### src/rtl/riscv_pkg.sv
// Shared RV32I definitions: load/store Funct3 encodings, the LSU state type and
// the alignment rule used by the memory stage.
package riscv_pkg;

  localparam logic [2:0] F3_B  = 3'b000;
  localparam logic [2:0] F3_H  = 3'b001;
  localparam logic [2:0] F3_W  = 3'b010;
  localparam logic [2:0] F3_BU = 3'b100;
  localparam logic [2:0] F3_HU = 3'b101;

  typedef enum logic {
    IDLE = 1'b0,
    WAIT = 1'b1
  } lsu_state_t;

  // Unsupported encodings count as misaligned; stores have no unsigned forms.
  function automatic logic is_misaligned(input logic is_store, input logic [2:0] f3,
                                         input logic [1:0] a);
    logic bad;
    case (f3)
      F3_B:    bad = 1'b0;
      F3_H:    bad = a[0];
      F3_W:    bad = (a != 2'b00);
      F3_BU:   bad = is_store;
      F3_HU:   bad = is_store | a[0];
      default: bad = 1'b1;
    endcase
    return bad;
  endfunction

endpackage

### src/rtl/load_extend.sv
// Selects the addressed byte/half lane of a read word and sign- or zero-extends
// it according to the load Funct3.
module load_extend
  import riscv_pkg::*;
(
  input  logic [31:0] rdata,
  input  logic [1:0]  addr,
  input  logic [2:0]  funct3,
  output logic [31:0] result
);

  logic [7:0]  byte_lane;
  logic [15:0] half_lane;

  always_comb begin
    case (addr)
      2'd0:    byte_lane = rdata[7:0];
      2'd1:    byte_lane = rdata[15:8];
      2'd2:    byte_lane = rdata[23:16];
      default: byte_lane = rdata[31:24];
    endcase
    half_lane = addr[1] ? rdata[31:16] : rdata[15:0];
    case (funct3)
      F3_B:    result = {{24{byte_lane[7]}}, byte_lane};
      F3_H:    result = {{16{half_lane[15]}}, half_lane};
      F3_W:    result = rdata;
      F3_BU:   result = {24'h0, byte_lane};
      F3_HU:   result = {16'h0, half_lane};
      default: result = 32'h0;
    endcase
  end

endmodule

### src/rtl/lsu_mem_stage.sv
// MEM-stage load/store unit: issues the EX/MEM access to data memory, stalls the
// pipeline until ack or timeout, and gates RegWrite on misalign/timeout faults.
module lsu_mem_stage
  import riscv_pkg::*;
#(
  parameter int TIMEOUT = 16
) (
  input  logic        clk,
  input  logic        reset,
  input  logic        MemReadM,
  input  logic        MemWriteM,
  input  logic [2:0]  Funct3M,
  input  logic [31:0] ALUResultM,
  input  logic [31:0] WriteDataM,
  input  logic        RegWriteM,
  output logic        RegWriteGatedM,
  output logic [31:0] ReadDataM,
  output logic        StallM,
  output logic        MisalignM,
  output logic        FaultM,
  output logic        dmem_req,
  output logic        dmem_we,
  output logic [31:0] dmem_addr,
  output logic [3:0]  dmem_be,
  output logic [31:0] dmem_wdata,
  input  logic [31:0] dmem_rdata,
  input  logic        dmem_ack
);

  localparam int CW = $clog2(TIMEOUT + 1);
  localparam logic [CW-1:0] CNT_MAX = CW'(TIMEOUT);

  // Handshake: dmem_req is held high until the cycle dmem_ack is seen with it;
  // that cycle completes the access. Address/data are stable while StallM holds
  // the EX/MEM register frozen.
  lsu_state_t    state;
  logic [CW-1:0] cnt;

  logic        access, misal, legal, timeout_hit, done;
  logic [3:0]  be_raw;
  logic [31:0] wd_raw, ext_data;

  assign access      = MemReadM | MemWriteM;
  assign misal       = access & is_misaligned(MemWriteM, Funct3M, ALUResultM[1:0]);
  assign legal       = access & ~misal;
  assign timeout_hit = (state == WAIT) && (cnt == CNT_MAX);

  assign dmem_req = ~reset & (((state == IDLE) & legal) | ((state == WAIT) & ~timeout_hit));
  assign done     = dmem_req & dmem_ack;

  assign StallM    = dmem_req & ~dmem_ack;
  assign MisalignM = ~reset & (state == IDLE) & misal;
  assign FaultM    = ~reset & timeout_hit;

  // Writeback is allowed only for non-memory instructions or a completed access.
  assign RegWriteGatedM = ~reset & RegWriteM & (done | ((state == IDLE) & ~access));

  always_comb begin
    case (Funct3M[1:0])
      2'b00: begin
        be_raw = 4'b0001 << ALUResultM[1:0];
        wd_raw = {4{WriteDataM[7:0]}};
      end
      2'b01: begin
        be_raw = 4'b0011 << ALUResultM[1:0];
        wd_raw = {2{WriteDataM[15:0]}};
      end
      default: begin
        be_raw = 4'b1111;
        wd_raw = WriteDataM;
      end
    endcase
  end

  assign dmem_we    = dmem_req & MemWriteM;
  assign dmem_addr  = dmem_req ? {ALUResultM[31:2], 2'b00} : 32'h0;
  assign dmem_be    = dmem_req ? be_raw : 4'b0000;
  assign dmem_wdata = dmem_req ? wd_raw : 32'h0;

  load_extend u_load_extend (
    .rdata  (dmem_rdata),
    .addr   (ALUResultM[1:0]),
    .funct3 (Funct3M),
    .result (ext_data)
  );

  assign ReadDataM = (done & MemReadM) ? ext_data : 32'h0;

  always_ff @(posedge clk) begin
    if (reset) begin
      state <= IDLE;
      cnt   <= '0;
    end else begin
      case (state)
        IDLE: begin
          if (legal && !dmem_ack) begin
            state <= WAIT;
            cnt   <= '0;
          end
        end
        WAIT: begin
          if (timeout_hit || dmem_ack) begin
            state <= IDLE;
            cnt   <= '0;
          end else begin
            cnt <= cnt + 1'b1;
          end
        end
        default: begin
          state <= IDLE;
          cnt   <= '0;
        end
      endcase
    end
  end

endmodule

### config.mk
export PLATFORM = sky130hd
export DESIGN_NAME = lsu_mem_stage
export DESIGN_NICKNAME = d
export VERILOG_FILES = /design/src/rtl/riscv_pkg.sv /design/src/rtl/load_extend.sv /design/src/rtl/lsu_mem_stage.sv
export SDC_FILE = /design/constraint.sdc
export NUM_CORES = 1
export LEC_CHECK = 0
export ABC_CLOCK_PERIOD_IN_PS = 2500
export CAP_MARGIN = 20
export CORE_ASPECT_RATIO = 0.7
export CORE_MARGIN = 2
export CORE_UTILIZATION = 34
export CTS_BUF_LIST = sky130_fd_sc_hd__clkbuf_8
export CTS_CLUSTER_DIAMETER = 60
export DETAILED_ROUTE_END_ITERATION = 7
export GPL_TIMING_DRIVEN = 0
export PLACE_DENSITY = 0.89
export RECOVER_POWER = 50
export SYNTH_ARGS = -nofsm -noshare
export SYNTH_HDL_FRONTEND = slang
export SYNTH_HIERARCHICAL = 1
export SYNTH_SLANG_ARGS = --single-unit
### constraint.sdc
create_clock -name clk -period 2.5 [get_ports clk]
set_clock_uncertainty 0.15 [all_clocks]
set_input_delay 0.375 -clock clk [delete_from_list [all_inputs] [get_ports clk]]
set_output_delay 0.375 -clock clk [all_outputs]
set_load 0.02 [all_outputs]
==> impl_metrics.yaml <==
grt:
  antenna_found_initial: 1
  grt_max_degree: 13
  grt_remaining_overflow: 0
  grt_pass1_vias: 3800
  grt_pass1_wl_mm: 19.85
  groute.usage.overall_pct: 29.77
floorplanning:
  start_util_pct: 35.01
  core_mm2: 0.007254
  die_x_um: 107.3
  die_area_mm2: 0.008189
  die_h_um: 76.32
  io_pins: 211
  rows: 26
clocking:
  hold_buffers: 0
  clkSlewWorstSetupHoldPaths_ns: 0.04
  cts_sinks: 6
  clock_path_buffers: 2
  root_buffer: "clkbuf_8"
  cts_buffers: 3
  clk_latency_ns: 0.23
  cts_max_level: 1
  cts_tree: "done"
power_and_ir_drop:
  swShare_pct: 42.62
  power.share.sequential_pct: 8.7
  vdd_drop_max_mv: 0.2277
  intPower_mw: 0.6536
  clockPowerShare_pct: 13.2
  p_sw_mw: 0.4855
  combPwrFrac_pct: 78.1
  powerDensity_mw_per_mm2: 211.9
  p_leak_nw: 2.363
route:
  route.met2.wl_mm: 6.677
  routed_wl_mm: 13.62
  routedWlPerCell_um: 19.49
  ant_nets: 0
  drt_iter0_drc: 350
  top_layer_used: "met4"
  m1WireLength_mm: 5.204
  drc: 0
  met3_wirelength_mm: 1.421
  via_count: 3961
  vias_per_cell: 5.667
  drt_pre_antenna_iters: 5
worst_setup_path:
  critPathRequiredTime_ns: 1.98
  startpoint: "cnt[1]$_SDFFE_PP0P_"
  reg2reg_from: "cnt[1]$_SDFFE_PP0P_"
  arrival_ns: 2.11
  cp-end-kind: "output port"
  critPathLaunchType: "flop"
  crit_fanout: 6
  crit_type: "flop to output port"
run:
  cap_viol_max_count: 0
status:
  status: "finished, violations left"
  violations: "negative setup slack"
min_path:
  hold_start: "cnt[0]$_SDFFE_PP0P_"
  min_path_type: "flop to flop"
synth:
  muxShareOfSynthArea_pct: 18.72
  synth_compound_area_share_pct: 31.28
  synthArstFlopShare_pct: 0
  ys_types: 50
  synthSimpleGateAreaFrac_pct: 33.94
  synth_adder_area_share_pct: 0.9852
  synth_edf_count: 0
  synth_xor_area_share_pct: 0
  yosysWarnings: 6
  synth_top_family_by_area: "simple AND/OR/NAND/NOR gates"
  synth_ff_type: "dfxtp_1"
  syn-cell-area_mm2: 0.002540
  ys_ff_latch: 6
  synth_area_per_cell_um2: 6.883
  seq_area_frac_synth_pct: 4.729
  synth_cells: 369
timing:
  max_freq_mhz: 379.2
  holdWs_ns: 0.3514
  relSlewSlack_pct: 53.05
  slew_viol_final: 0
  finalSetupViolations: 98
  worst_slew_pin_slew_ns: 0.7043
  fin_ws_ns: -0.1374
  hold_viol: 0
  layout_worst_path_cycle_share_pct: 105.5
  rsz0062_at_grt: "yes"
  period_minus_slack_ns: 2.637
cells_and_area:
  fill_cells: 524
  post-route-util_pct: 74.09
  syn_to_final_growth_pct: 111.6
  layout-drive-gt1-share_pct: 43.17
  nNetsFinal: 709
placement:
  place_hpwl_mm: 9.530
  gp_congestion: 1.001
  portBuffers: 208
[power by group through the flow]
stage | clock network [mW] | logic, mW | registers, mW
final | 0.150 | 0.890 | 0.0991
after detailed placement | 0 | 0.756 | 0.100
after global routing | 0.154 | 0.937 | 0.0992
after floorplan | 0 | 0.380 | 0.100
after CTS | 0.151 | 0.798 | 0.0990
after global placement | 0 | 0.740 | 0.100
[state kept, by name, summed over array words and instances, names as in the netlist]
signal,cells
cnt,5
state,1
[cell usage after synthesis, drive strengths merged (2+ instances only)]
cell	n	area, um2
a211oi	18	135.1
o21ai	13	65.06
nand2b	2	12.51
nand3b	2	15.01
buf	29	192.7
mux2i	22	220.2
dfxtp	6	120.1
inv	6	25.03
nor3	2	21.27
o21bai	2	15.01
a21oi	40	204.0
nand2	15	56.30
nor2	51	191.4
and2b	2	17.52
nor2b	6	37.54
ha	2	25.02
mux2	12	138.9
a22oi	21	171.4
nand3	3	15.01
clkbuf	11	41.29
o31ai	5	37.54
mux4	5	116.4
and3	32	200.2
and2	41	256.5
a311oi	2	17.52
a221o	5	50.05
[kinds of logic after synthesis]
kind of cell               count (synthesis)
other                                      1
adders and majority gates                  2
buffers and inverters                     46
AOI/OAI and AO/OA                        115
DFF                                        6
and+or+nand+nor                          160
muxes                                     39
[worst paths after layout]
check | slack, ns | cells past startpoint | to
max | -0.14 | 10 | ReadDataM[27]
max reg2reg | 0.53 | 8 | cnt[3]$_SDFFE_PP0P_
min reg2reg | 0.35 | 2 | cnt[0]$_SDFFE_PP0P_
min | 0.35 | 2 | cnt[0]$_SDFFE_PP0P_
[stage by stage]
step	instances	setup TNS, ns	cell area, um2	power, mW	worst slack, ns
final	699	-9.083	5375	1.139	-0.1374
after global routing	699	-13.89	5375	1.190	-0.1843
after CTS	688	-12.04	4996	1.047	-0.1597
after detailed placement	676	-108.73	4748	0.8560	-1.154
after global placement	676	-104.06	4748	0.8400	-1.101
after floorplan	370	0	2544	0.4803	0.1070
[critical path, stage by stage (launching register included)]
cell and delay, ns:
dfxtp_2 0.32, inv_2 0.05, ha_4 0.15, and4bb_4 0.20, and2_4 0.16, or3_4 0.33
buf_12 0.16, inv_12 0.08, buf_6 0.11, and3_1 0.19, buf_6 0.13
[cells in the final DEF (no fill, tap or decap), types with 3 or more instances in the layout]
cell / instances
clkdlybuf4s50_1: 95
buf_6: 89
nor2_1: 45
buf_4: 44
a21oi_1: 31
and2_4: 29
and3_4: 22
mux2i_1: 22
a22oi_1: 20
a211oi_1: 16
nand2_1: 15
and2_1: 12
o21ai_0: 12
mux2_2: 11
and3_1: 10
clkbuf_1: 9
buf_2: 8
a21oi_4: 7
nor2_2: 6
nor2b_1: 6
clkbuf_2: 5
o31ai_1: 5
a221o_1: 5
buf_8: 4
dfxtp_1: 4
mux4_2: 4
inv_1: 3
nand3_1: 3
clkbuf_8: 3
dlymetal6s2s_1: 3
[cell type report]
| cell class | instances | area (um2) | area share [%] |
|---|---|---|---|
| Multi-Input combinational cell | 318 | 2477 | 46.09 |
| Timing Repair Buffer | 225 | 2241 | 41.69 |
| Buffer | 40 | 310.3 | 5.773 |
| Sequential cell | 6 | 122.6 | 2.281 |
| Tap cell | 98 | 122.6 | 2.281 |
| Clock buffer | 3 | 41.29 | 0.7682 |
| Inverter | 6 | 35.03 | 0.6518 |
| Timing Repair inverter | 2 | 22.52 | 0.4190 |
| Antenna cell | 1 | 2.502 | 0.04655 |
[per-layer routing]
metal | track usage (%) | vias to the layer above
met3 | 6.758 | 40
met1 | 36.47 | 1868
met2 | 52.78 | 235
li1 | - | 1818
met4 | 6.623 | 0
met5 | 0 | -
[repair_timing]
item / in CTS / in global routing
setup buffers: 4 / 8
endpoints found under the setup margin: 103 / 102
endpoints found under the hold margin: 0 / 0
pin swaps: 2 / 4
gates resized for setup: 638 / 103
gates cloned: 5 / 2
(Power assumes the default switching activity.)
